**src/rtl/uart_tx.sv**
```systemverilog
// uart_tx: serialises one NB_DATA-bit word onto the UART line.
// Frame: start bit (0), NB_DATA data bits LSB first, optional parity bit, stop period (1).
// Timing is derived from the shared s_tick oversampling strobe; every bit lasts S_TICK
// strobes and the stop period lasts SB_TICK strobes.
//
// Ports:
//   clk          system clock, rising edge
//   reset        asynchronous active-low reset
//   s_tick       baud-oversample strobe, one clk wide
//   tx_start     send request, only honoured while idle
//   data_in      word to send, captured when tx_start is accepted
//   tx           registered serial line, idles high
//   tx_busy      high from the cycle after accept until the frame is done
//   tx_done_tick one-clk pulse at the end of the stop period
module uart_tx #(
  parameter int unsigned NB_DATA    = 8,
  parameter int unsigned S_TICK     = 16,
  parameter int unsigned SB_TICK    = 16,
  parameter int unsigned PARITY_EN  = 0,
  parameter int unsigned PARITY_ODD = 0
) (
  input  logic               clk,
  input  logic               reset,
  input  logic               s_tick,
  input  logic               tx_start,
  input  logic [NB_DATA-1:0] data_in,
  output logic               tx,
  output logic               tx_busy,
  output logic               tx_done_tick
);

  localparam int unsigned MaxTick = (S_TICK > SB_TICK) ? S_TICK : SB_TICK;
  localparam int unsigned TickW   = (MaxTick > 1) ? $clog2(MaxTick) : 1;
  localparam int unsigned BitW    = (NB_DATA > 1) ? $clog2(NB_DATA) : 1;

  localparam logic [2:0] StIdle   = 3'd0;
  localparam logic [2:0] StStart  = 3'd1;
  localparam logic [2:0] StData   = 3'd2;
  localparam logic [2:0] StParity = 3'd3;
  localparam logic [2:0] StStop   = 3'd4;

  logic [2:0]         state_q, state_d;
  logic [TickW-1:0]   tick_q, tick_d;
  logic [BitW-1:0]    bit_q, bit_d;
  logic [NB_DATA-1:0] shift_q, shift_d;
  logic               par_q, par_d;
  logic               tx_q, tx_d;
  logic               busy_q, busy_d;
  logic               done_q, done_d;

  logic bit_last;
  logic stop_last;

  assign bit_last  = (tick_q == TickW'(S_TICK - 1));
  assign stop_last = (tick_q == TickW'(SB_TICK - 1));

  always_comb begin
    state_d = state_q;
    tick_d  = tick_q;
    bit_d   = bit_q;
    shift_d = shift_q;
    par_d   = par_q;
    tx_d    = tx_q;
    busy_d  = busy_q;
    done_d  = 1'b0;

    case (state_q)
      StIdle: begin
        tx_d = 1'b1;
        if (tx_start) begin
          shift_d = data_in;
          // Parity is fixed at accept so later data_in changes cannot disturb it.
          par_d   = (^data_in) ^ (PARITY_ODD != 0);
          tick_d  = '0;
          state_d = StStart;
          tx_d    = 1'b0;
          busy_d  = 1'b1;
        end
      end

      StStart: begin
        if (s_tick) begin
          if (bit_last) begin
            tick_d  = '0;
            bit_d   = '0;
            state_d = StData;
            tx_d    = shift_q[0];
          end else begin
            tick_d = tick_q + TickW'(1);
          end
        end
      end

      StData: begin
        if (s_tick) begin
          if (bit_last) begin
            tick_d  = '0;
            shift_d = shift_q >> 1;
            if (bit_q == BitW'(NB_DATA - 1)) begin
              if (PARITY_EN != 0) begin
                state_d = StParity;
                tx_d    = par_q;
              end else begin
                state_d = StStop;
                tx_d    = 1'b1;
              end
            end else begin
              bit_d = bit_q + BitW'(1);
              tx_d  = shift_d[0];
            end
          end else begin
            tick_d = tick_q + TickW'(1);
          end
        end
      end

      StParity: begin
        if (s_tick) begin
          if (bit_last) begin
            tick_d  = '0;
            state_d = StStop;
            tx_d    = 1'b1;
          end else begin
            tick_d = tick_q + TickW'(1);
          end
        end
      end

      StStop: begin
        if (s_tick) begin
          if (stop_last) begin
            tick_d  = '0;
            state_d = StIdle;
            tx_d    = 1'b1;
            busy_d  = 1'b0;
            done_d  = 1'b1;
          end else begin
            tick_d = tick_q + TickW'(1);
          end
        end
      end

      default: begin
        state_d = StIdle;
        tick_d  = '0;
        tx_d    = 1'b1;
        busy_d  = 1'b0;
      end
    endcase
  end

  always_ff @(posedge clk or negedge reset) begin
    if (!reset) begin
      state_q <= StIdle;
      tick_q  <= '0;
      bit_q   <= '0;
      shift_q <= '0;
      par_q   <= 1'b0;
      tx_q    <= 1'b1;
      busy_q  <= 1'b0;
      done_q  <= 1'b0;
    end else begin
      state_q <= state_d;
      tick_q  <= tick_d;
      bit_q   <= bit_d;
      shift_q <= shift_d;
      par_q   <= par_d;
      tx_q    <= tx_d;
      busy_q  <= busy_d;
      done_q  <= done_d;
    end
  end

  assign tx           = tx_q;
  assign tx_busy      = busy_q;
  assign tx_done_tick = done_q;

endmodule
```
**config.mk**
```make
export PLATFORM = sky130hd
export DESIGN_NAME = uart_tx
export DESIGN_NICKNAME = d
export VERILOG_FILES = /design/src/rtl/uart_tx.sv
export SDC_FILE = /design/constraint.sdc
export NUM_CORES = 1
export LEC_CHECK = 0
export CORE_AREA = 2 2 49 51
export CTS_CLUSTER_SIZE = 25
export DETAILED_ROUTE_END_ITERATION = 8
export DIE_AREA = 0 0 51 53
export GPL_ROUTABILITY_DRIVEN = 0
export PLACE_DENSITY = 0.78
export SLEW_MARGIN = 20
export SYNTH_ARGS = -nofsm -noshare
export SYNTH_HDL_FRONTEND = slang
export SYNTH_SLANG_ARGS = --single-unit
```
**constraint.sdc**
```tcl
create_clock -name clk -period 2.85 [get_ports clk]
set_input_delay 0.285 -clock clk [delete_from_list [all_inputs] [get_ports clk]]
set_output_delay 0.285 -clock clk [all_outputs]
set_load 0.005 [all_outputs]
```
# Yosys cells after proc, flatten, opt, wreduce, memory -nomap -nowiden
# Index checks and enable logic that the tools add are counted.
[classes] n_addsub=2 eq_ne=20 muxes=39 bitwise_logic=1 reduce_logical=12
[op_table] operator="$mux W3" n=13
[op_table] operator="$mux W8" n=3
[op_table] operator="$ne A2 B2 Y1 const B" n=11
[op_table] operator="$pmux W8 S2" n=1
[op_table] operator="$pmux W3 S5" n=1
[op_table] operator="$mux W1" n=14
[op_table] operator="$mux W4" n=3
[op_table] operator="$reduce_and A6 Y1" n=2
[op_table] operator="$reduce_and A10 Y1" n=1
[op_table] operator="$pmux W4 S2" n=1
[op_table] operator="$reduce_and A4 Y1" n=2
[op_table] operator="$eq A3 B2 Y1 const B" n=2
[op_table] operator="$eq A3 B3 Y1 const B" n=2
[op_table] operator="$ne A2 B1 Y1 const B" n=3
[op_table] operator="$pmux W3 S2" n=1
[op_table] operator="$add A4 B1 Y4 const B" n=1
[op_table] operator="$eq A4 B4 Y1 const B" n=1
[op_table] operator="$pmux W1 S4" n=1
[op_table] operator="$reduce_bool A2 Y1" n=2
[op_table] operator="$reduce_or A4 Y1" n=1
[op_table] operator="$add A3 B1 Y3 const B" n=1
[op_table] operator="$eq A3 B1 Y1 const B" n=1
[op_table] operator="$logic_not A3 Y1" n=1
[op_table] operator="$pmux W1 S3" n=1
[op_table] operator="4 further kinds" n=4
[totals] regBits=21 inputBits=12 output_inout_bits=3 word_cells=81

# Logic depth before layout (Yosys ltp)
# Gate-level depths: netlist of run 1.
[logic_depth] word_depth=5 mapped_depth=6 ltp_nobuf=6

# Worst setup path after synthesis of run 1
# Ideal clock, no wire load.
[synth_path] path_kind="register to register" from="register state_q[2]" to="register shift_q[0]" setup_time_ns=0.125 arrival_ns=1.560 required_ns=2.725 slack_ns=1.166 stages_incl_launch_ff=5 path_buffers=1 period_less_slack_ns=1.684 path_cell_list="dfrtp_1 -> nor3b_2 -> buf_2 -> mux2_2 -> mux2_2"
[synth_between] elab_chain_len=3 elab_cells_between_ends=8
[synth_rtl] item="from (decl)" line="42" rtl="logic [2:0] state_q, state_d;"
[synth_rtl] item="from (signal assigned)" line="154" rtl="state_q <= StIdle;"
[synth_rtl] item="from (signal assigned)" line="163" rtl="state_q <= state_d;"
[synth_rtl] item="$eq A3 B2 Y1 / $logic_not A3 Y1 (equally long branches)" line="67" rtl="case (state_q)"
[synth_rtl] item="$ne A2 B2 Y1 (no source line) / $reduce_bool A2 Y1 (equally long branches)"
[synth_rtl] item="$reduce_and A4 Y1 (no source line)"
[synth_rtl] item="to (signal assigned)" line="166" rtl="shift_q <= shift_d;"
[synth_rtl] item="to (decl)" line="45" rtl="logic [NB_DATA-1:0] shift_q, shift_d;"
# Parallel ways exist; a longest one is shown, timed or not.
# A chain may end at the register's enable or synchronous reset.

# Worst setup path after layout of run 1
[layout_path] from="register state_q[1]" to="register shift_q[0]"
# The elaborated chain is that of the path after synthesis.

==> out/results.ini, run 1 <==
[placed_design]
place.port_buffers = 14
pre_cts_slack_ps = 773
dpl.hpwl_um = 1470
detailed_place.area_um2 = 1320
numPlacedInstances = 144

[yosys]
syn_nets = 120
synth.lib_cells_used.distinct = 37
synth_top_cell_by_area = sky130_fd_sc_hd__dfrtp_1
syn_area_um2 = 1160
yosys_warnings = 0
syn-mean-instance-area_um2 = 11.1
yosys-top-cells-area = sky130_fd_sc_hd__dfrtp_1 (43%), sky130_fd_sc_hd__mux2_2 (15%), sky130_fd_sc_hd__ha_1 (3.2%)
seq_area_frac_synth_pct = 45.3
netlist_instances = 105
synth_seq_cells = 21
synth_top_cell_area_share_pct = 43.0

[setup_path]
crit_required_ps = 3050
worst_r2r_path_depth = 4
r2r_setup_slack_ps = 770
critical_path_data_arrival_time_ps = 2280
worst_setup_path_start_kind = flop
crit_path_max_fanout = 11
setup.worst_path.end_class = flop
worst-setup-path-type = reg2reg

[cts]
clk_pin_slew_worst_paths_ps = 120
cts.sink_count = 21
worst_skew_pair.late_latency_ps = 300
cts_post_setup_buffers_inserted = 0
cts_htree_levels = 1
numCtsBuffers = 3
max-clock-path-buffers = 2
cts_root_buffer = sky130_fd_sc_hd__clkbuf_4
cts_tree = built

[run]
drv.max_cap_violation_count = 0

[sta]
worst_hold_slack_ps = 446
period_minus_slack_ps = 2080
maxSlewViolCount = 0
worst_slew_pin_slew_ps = 539
maxClockFrequency_mhz = 480
post_route_worst_setup_slack_ps = 765
fin_tns_setup_ps = 0
finalHoldViolCount = 0
rsz0062_at_grt = false
finalSetupViolCount = 0
slew_headroom_pct = 63.9
final_clock_period_utilization_by_the_worst_path_pct = 73.2
finalClockSkew_ps = 3.57

[drt]
vias = 840
wire_per_inst_um = 13.2
drt.antenna.violating_nets = 0
detail_route.first_pass.iterations = 4
postRouteWirelength_um = 1970
route.detailed.vias_per_inst = 5.64
drc = 0
drt_iter0_markers = 10

[die]
die_w_um = 51
fp-row-count = 17
floorplan.die_area_um2 = 2700
start_util_pct = 54.2
die_height_um = 53
fp.coreArea_um2 = 2150
boundaryPins = 15

[global_route]
grt_max_degree = 22
initial_antenna_violation_count = 0
grt_util_overall_pct = 17.1
global_route_wire_length_before_repair_um = 3470
number_of_global_route_vias_before_repair = 802
globalRoute.totalOverflow = 0

[cells_and_area]
mostFrequentLayoutCell = sky130_fd_sc_hd__dfrtp_1
finalInstanceArea_um2 = 1360
fraction_of_layout_instances_using_a_drive_strength_above_1_pct = 27.3
final_cells = 149
layout_common_cells = sky130_fd_sc_hd__dfrtp_1 (20), sky130_fd_sc_hd__mux2_2 (15), sky130_fd_sc_hd__clkdlybuf4s50_1 (13)
antenna_cells_inserted = 0
final_nets = 137
syn2layout_area_growth_pct = 16.6

[power_and_ir_drop]
power_leakage_nw = 0.540
power_density_nw_per_um2 = 765
vdd_drop_max_v = 0.000488

[run_status]
run_status = completed

[min_path]
hold_path.class = in2async

[worst max-delay path, cell delays in order, from the launching register on]
cell and delay [ps]:
sky130_fd_sc_hd__dfrtp_1 580, sky130_fd_sc_hd__nor3b_2 540, sky130_fd_sc_hd__a41oi_2 210, sky130_fd_sc_hd__a21oi_4 270, sky130_fd_sc_hd__mux2_2 370
[sequential cells by signal, indices dropped and copies added, names as in the netlist]
| name | cells |
|---|---|
| tx_done_tick | 1 |
| bit_q | 3 |
| tx | 1 |
| tx_busy | 1 |
| tick_q | 4 |
| state_q | 3 |
| shift_q | 8 |
[synthesized netlist by cell type, drive strengths merged]
cell and number:
o21ai 5, buf 4, o211ai 1, nor3b 1
dfrtp 20, and4 1, a21oi 4, nor4b 2
nand2 7, dfstp 1, nand3 5, xnor2 2
a31o 1, o32ai 2, a22oi 1, o31ai 1
nand2b 1, and2b 1, mux2i 3, xor2 1
nor2b 1, ha 3, nor2 5, inv 7
nand4 2, mux2 15, nor3 2, a41oi 1
nor4 1, a31oi 1, a211oi 1, or2 2
[power by group]
| part | internal [mW] | switching [mW] | total (mW) |
|---|---|---|---|
| Clock | 0.0523 | 0.0916 | 0.144 |
| Sequential | 0.418 | 0.114 | 0.533 |
| Combinational | 0.204 | 0.157 | 0.361 |
| Total | 0.674 | 0.363 | 1.04 |
[what timing repair did]
item / CTS / global route
resized for setup: 0 / 0
hold buffers: 0 / 1
endpoints found under the hold margin: 0 / 20
[cell families after synthesis]
family	synth area share [%]
compound gates	12.0
xor+xnor	2.26
fa+ha+maj	3.23
buf+inv	4.19
flops	45.3
mux	17.1
simple gates	15.9
[routing by layer]
layer | track usage [%] | share of wire (%) | up-vias | wire length [µm]
li1 | - | - | 414 | -
met1 | 21.8 | 46 | 410 | 899
met2 | 29.7 | 50 | 14 | 994
met3 | 2.54 | 3.3 | 2 | 65
met4 | 5.41 | 0.66 | 0 | 13
met5 | 0 | 0 | - | 0
[metrics by stage]
step / power, mW / util [%]
after floorplan: 0.799 / -
after global placement: 0.881 / 61.6
after detailed placement: 0.903 / 61.6
after CTS: 1.05 / 62.9
after global routing: 1.12 / 63.1
final: 1.04 / 63.1
[final cells by class]
type                    instances  area [µm²]
clock buffers                   3        22.5
clock inverters                 1        5.00
fillers                       180         792
inverters                       7        26.3
multi-input cells              73         588
flip-flops and latches         21         527
well taps                      28        35.0
repair buffers                 16         153
[worst paths after layout]
check / start / endpoint
min: reset / state_q[1]$_DFFE_PN0P_
max in group asynchronous: reset / tx$_DFFE_PN1P_
min in group clk: shift_q[6]$_DFFE_PN0P_ / shift_q[6]$_DFFE_PN0P_
min reg2reg: shift_q[6]$_DFFE_PN0P_ / shift_q[6]$_DFFE_PN0P_
max: state_q[1]$_DFFE_PN0P_ / shift_q[0]$_DFFE_PN0P_
max reg2reg: state_q[1]$_DFFE_PN0P_ / shift_q[0]$_DFFE_PN0P_
Power figures use the tool's default switching activity.
==> run 2, diff against run 1 <==
Settings changed: CORE_AREA 2 2 49 51 to 2 2 53 55, DIE_AREA 0 0 51 53 to 0 0 55 57, PLACE_DENSITY 0.78 to 0.71.
Clock period 2.85 ns to 1.8 ns, I/O delays scaled along.
==> out/results.ini, run 2 (synthesis results as in run 1) <==
[run_status]
run_status = completed

[cells_and_area]
utilization_pct = 54.9  ; -8.2 points
mostFrequentLayoutCell = sky130_fd_sc_hd__dfrtp_1
syn2layout_area_growth_pct = 23.4
reg_top3 = shift_q x8, tick_q x4
finalInstanceArea_um2 = 1440  ; +5.9%
final_nets = 144  ; +5.1%
max_flop_register = shift_q
flip_flop_count_of_the_largest_register_all_copies_and_words_added = 8  ; unchanged
layout_common_cells = sky130_fd_sc_hd__dfrtp_1 (18), sky130_fd_sc_hd__mux2_2 (15), sky130_fd_sc_hd__clkdlybuf4s50_1 (14)
antenna_cells_inserted = 0  ; unchanged
fraction_of_layout_instances_using_a_drive_strength_above_1_pct = 32.8  ; +5.5 points

[min_path]
hold_path.class = in2async

[die]
die_w_um = 55  ; +7.8%
fp.coreArea_um2 = 2620  ; +22%
boundaryPins = 15  ; unchanged
fp-row-count = 19  ; +2
die_height_um = 57  ; +7.5%
floorplan.die_area_um2 = 3140  ; +16%
start_util_pct = 44.5  ; -9.7 points

[drt]
drt.antenna.violating_nets = 0  ; unchanged
route.detailed.vias_per_inst = 5.40  ; -4.2%
drc = 0  ; unchanged
drt_iter0_markers = 6  ; -4
wire_per_inst_um = 14.5  ; +9.1%
vias = 859  ; +2.3%
postRouteWirelength_um = 2300  ; +16%
detail_route.first_pass.iterations = 4  ; unchanged

[sta]
worst_slew_pin_slew_ps = 443  ; -96.9 ps
maxSlewViolCount = 0  ; unchanged
period_minus_slack_ps = 1740  ; -341 ps
finalSetupViolCount = 0  ; unchanged
final_clock_period_utilization_by_the_worst_path_pct = 96.9  ; +24 points
slew_headroom_pct = 70.4  ; +6.5 points
finalClockSkew_ps = 13.2  ; +9.64 ps
maxClockFrequency_mhz = 573  ; +20%
finalHoldViolCount = 0  ; unchanged
rsz0062_at_grt = false

[cts]
cts-hold-fix-buffers = 0  ; unchanged
worst_skew_pair.late_latency_ps = 310  ; about the same
cts_htree_levels = 1  ; unchanged
cts_tree = built
clk_pin_slew_worst_paths_ps = 130  ; about the same
cts_root_buffer = sky130_fd_sc_hd__clkbuf_4
numCtsBuffers = 3  ; unchanged
cts.sink_count = 21  ; unchanged
max-clock-path-buffers = 2  ; unchanged

[power_and_ir_drop]
clkPwrFrac_pct = 13.7  ; -0.2 points
power_leakage_nw = 0.577  ; +6.9%
total_switching_power_mw = 0.608  ; +67%
vdd_drop_max_v = 0.000669  ; +37%
power_density_nw_per_um2 = 1190  ; +56%
intPower_mw = 1.11  ; +64%
comb_power_share_pct = 37.6  ; +2.8 points
seq_power_share_pct = 48.8  ; -2.5 points
netSwitchingFraction_pct = 35.4  ; +0.42 points

[setup_path]
crit_slowest_cell = sky130_fd_sc_hd__dfrtp_2
critical_path_data_arrival_time_ps = 1940  ; -340 ps
crit_path_max_fanout = 8  ; -3
worst-setup-path-type = reg2reg
timing.critical_path.buf_inv = 0  ; unchanged
cpLargestDelayFamily = flip-flops
setup.worst_path.end_class = flop
path_cells = nor4b_4 -> a41oi_2 -> a21oi_4 -> mux2_2
crit_required_ps = 1990  ; -1060 ps
worst_setup_path_start_kind = flop
slowest_delay_ps = 510  ; -70 ps

[global_route]
global_route_wire_length_before_repair_um = 4120  ; +19%
grt_max_degree = 14  ; -36%
number_of_global_route_vias_before_repair = 887  ; +11%
globalRoute.totalOverflow = 0  ; unchanged
initial_antenna_violation_count = 0  ; unchanged
grt_util_overall_pct = 17.3  ; +0.24 points

[run]
drv.max_cap_violation_count = 0  ; unchanged

[placed_design]
dpl.hpwl_um = 1750  ; +19%
detailed_place.area_um2 = 1390  ; +4.8%
place.port_buffers = 14  ; unchanged

## run 2: worst paths after layout
kind                                              from                     end  slack (ps)  cells past startpoint
max in group asynchronous                        reset   tick_q[2]$_DFFE_PN0P_        1090                      2
min in group clk                            data_in[7]  shift_q[7]$_DFFE_PN0P_         470                      3
worst max-delay path            state_q[2]$_DFFE_PN0P_  shift_q[1]$_DFFE_PN0P_          60                      4
worst min register to register  shift_q[5]$_DFFE_PN0P_  shift_q[5]$_DFFE_PN0P_         520                      1
worst min-delay path                             reset     tx_busy$_DFFE_PN0P_         160                      1
worst max register to register  state_q[2]$_DFFE_PN0P_  shift_q[1]$_DFFE_PN0P_          60                      4
## run 2: layout make-up
type	count	area, µm²
multi-input combinational	73	603
clock buffer	3	22.5
inverter	7	26.3
clock inverter	1	5.00
timing repair buffer	23	211
tap	31	38.8
sequential	21	529
fill	235	1180
## run 2: per-layer routing
layer	vias up	track usage, %	part of all wire [%]
li1	428	-	-
met1	415	24.7	47
met2	14	28.2	49
met3	2	2.36	2.8
met4	0	3.14	0.65
met5	-	0	0
## run 2: what timing repair did
action,in CTS,in global routing
gates resized for setup,0,5
buffers inserted,0,0
hold endpoints to repair,0,0
setup endpoints to repair,0,7
## run 2: power groups by stage
| stage | clock, mW | combinational (mW) | sequential (mW) |
|---|---|---|---|
| 4_1_cts | 0.240 | 0.639 | 0.826 |
| 6_report | 0.234 | 0.645 | 0.838 |
| 2_1_floorplan | 0 | 0.491 | 0.774 |
| 3_3_place_gp | 0 | 0.605 | 0.816 |
| 5_1_grt | 0.258 | 0.732 | 0.871 |
| 3_5_place_dp | 0 | 0.635 | 0.836 |
## run 2: metrics by stage
stage | setup WS [ps] | hold WS, ps | std cells | TNS (ps) | power, mW
after CTS | 15.1 | 171 | 159 | 0 | 1.71
after global placement | 15.9 | 485 | 155 | 0 | 1.42
final | 55.7 | 163 | 159 | 0 | 1.72
after global routing | 1.49 | 191 | 159 | 0 | 1.86
after floorplan | 116 | -116 | 105 | 0 | 1.27
after detailed placement | -30.8 | 496 | 155 | -159 | 1.47
==> run 3, diff against run 2 <==
Settings changed: ABC_CLOCK_PERIOD_IN_PS set to 1700, CORE_AREA 2 2 53 55 to 2 2 50 52, DIE_AREA 0 0 55 57 to 0 0 52 54, PLACE_DENSITY 0.71 to 0.75, SKIP_LAST_GASP set to 1.
Clock period 1.8 ns to 1.7 ns, I/O delays scaled along.
==> out/results.ini, run 3 (synthesis results as in run 1) <==
[setup_path]
crit_path_max_fanout = 8  ; unchanged
crit_start = state_q[2]$_DFFE_PN0P_
critPathCapture = shift_q[3]$_DFFE_PN0P_
crit_slowest_cell = sky130_fd_sc_hd__dfrtp_2
rr_endpoint = shift_q[3]$_DFFE_PN0P_
path_cells = nor4b_4 -> a41oi_2 -> a21oi_4 -> mux2_2
setup.worst_path.end_class = flop
worst-setup-path-type = reg2reg
worst_setup_path_start_kind = flop
critical_path_data_arrival_time_ps = 1860  ; -80 ps
worst_r2r_path_depth = 4  ; unchanged
crit_required_ps = 1890  ; -100 ps
slowest_delay_ps = 470  ; -40 ps
r2r_path_start = state_q[2]$_DFFE_PN0P_
r2r_setup_slack_ps = 30  ; -20 ps

[sta]
final_clock_period_utilization_by_the_worst_path_pct = 98.1  ; +1.2 points
rsz0062_at_grt = true
worst_hold_slack_ps = 158  ; -5.07 ps
slew_headroom_pct = 72.4  ; +2.0 points
worst_slew_pin_slew_ps = 412  ; -30.3 ps
finalSetupViolCount = 0  ; unchanged
maxClockFrequency_mhz = 600  ; +4.6%
period_minus_slack_ps = 1670  ; -76.3 ps
finalHoldViolCount = 0  ; unchanged
maxSlewViolCount = 0  ; unchanged
fin_tns_setup_ps = 0  ; unchanged
finalClockSkew_ps = 1.90  ; -11.3 ps

[cts]
cts_tree = built
cts_root_buffer = sky130_fd_sc_hd__clkbuf_4
max-clock-path-buffers = 2  ; unchanged
cts-hold-fix-buffers = 0  ; unchanged
cts.sink_count = 21  ; unchanged
cts_htree_levels = 1  ; unchanged
numCtsBuffers = 3  ; unchanged
clk_pin_slew_worst_paths_ps = 110  ; -20 ps
worst_skew_pair.late_latency_ps = 290  ; -20 ps

[die]
fp.coreArea_um2 = 2320  ; -11%
fp-row-count = 18  ; -1
die_w_um = 52  ; -5.5%
floorplan.die_area_um2 = 2810  ; -10%
start_util_pct = 50.2  ; +5.7 points
die_height_um = 54  ; -5.3%
boundaryPins = 15  ; unchanged

[drt]
postRouteWirelength_um = 2330  ; +1.3%
drc = 0  ; unchanged
vias = 887  ; +3.3%
wire_per_inst_um = 14.4  ; -0.53%
route.detailed.vias_per_inst = 5.48  ; +1.3%
drt_iter0_markers = 13  ; +7
detail_route.first_pass.iterations = 4  ; unchanged
drt.antenna.violating_nets = 0  ; unchanged

[placed_design]
dpl.hpwl_um = 1740  ; -0.35%
detailed_place.area_um2 = 1410  ; +1.5%
place.port_buffers = 14  ; unchanged

[min_path]
hold_path.class = in2async

[global_route]
global_route_wire_length_before_repair_um = 3700  ; -10%
globalRoute.totalOverflow = 0  ; unchanged
initial_antenna_violation_count = 0  ; unchanged
grt_util_overall_pct = 18.2  ; +0.93 points
number_of_global_route_vias_before_repair = 822  ; -7.3%
grt_max_degree = 14  ; unchanged

[power_and_ir_drop]
power_leakage_nw = 0.598  ; +3.7%
vdd_drop_max_v = 0.000719  ; +7.3%
power_density_nw_per_um2 = 1260  ; +5.6%
finalPower_mw = 1.91  ; +11%

[cells_and_area]
reg_top3 = shift_q x8, tick_q x4
layout_common_cells = sky130_fd_sc_hd__dfrtp_1 (17), sky130_fd_sc_hd__mux2_2 (15), sky130_fd_sc_hd__clkdlybuf4s50_1 (14)
multiInputGateArea_um2 = 652  ; +8.1%
mostFrequentLayoutCell = sky130_fd_sc_hd__dfrtp_1
max_flop_register = shift_q
final_nets = 148  ; +2.8%
syn2layout_area_growth_pct = 30.1
finalInstanceArea_um2 = 1510  ; +5.4%
flip_flop_count_of_the_largest_register_all_copies_and_words_added = 8  ; unchanged
nFillCells = 194  ; -17%
antenna_cells_inserted = 0  ; unchanged
sequential_cell_area_um2 = 531  ; +0.24%
fraction_of_layout_instances_using_a_drive_strength_above_1_pct = 40.2  ; +7.3 points

[run_status]
run_status = completed

[run]
drv.max_cap_violation_count = 0  ; unchanged

## run 3: worst max-delay path, delay by kind of cell (launching register included)
| kind | cells | cell delay, ps |
|---|---|---|
| DFF | 1 | 470 |
| AOI/OAI and AO/OA | 2 | 370 |
| and+or+nand+nor | 1 | 350 |
| muxes | 1 | 380 |
## run 3: layout make-up
type | instances | share of cell area [%]
flip-flops and latches | 21 | 35.0
multi-input cells | 73 | 43.1
clock buffers | 4 | 1.74
well taps | 30 | 2.48
repair buffers | 27 | 16.0
inverters | 7 | 1.74
## run 3: worst min path at each step
stage / slack (ps) / cells after the start / endpoint
floorplan: -130 / 0 / bit_q[0]$_DFFE_PN0P_
global placement: 490 / 1 / shift_q[2]$_DFFE_PN0P_
detailed placement: 500 / 1 / tx_busy$_DFFE_PN0P_
CTS: 160 / 1 / tx_busy$_DFFE_PN0P_
global route: 160 / 1 / tx_busy$_DFFE_PN0P_
finish: 160 / 1 / tx_busy$_DFFE_PN0P_
## run 3: through the flow
stage	worst slack (ps)	util, %	cells
6_report	32.1	65.3	162
5_1_grt	-30.6	65.3	162
4_1_cts	17.2	61.9	161
3_5_place_dp	-114	60.7	157
3_3_place_gp	-73.9	60.7	157
2_1_floorplan	15.7	-	105
## run 3: report_power, final
part / switching [mW] / internal [mW] / total (mW)
Sequential: 0.187 / 0.706 / 0.893
Combinational: 0.343 / 0.441 / 0.784
Clock: 0.142 / 0.0913 / 0.234
## run 3: timing repair
action	in CTS	in global routing
endpoints found under the hold margin	0	0
buffers inserted	0	1
setup endpoints to repair	0	11
gates resized for setup	0	16
## run 3: metal layers
metal	global-route usage, %	routed length [µm]	share of wire (%)
met3	3.61	68	2.9
met1	22.9	1110	47
met2	31.0	1130	49
met5	0	0	0
met4	7.02	22	0.94
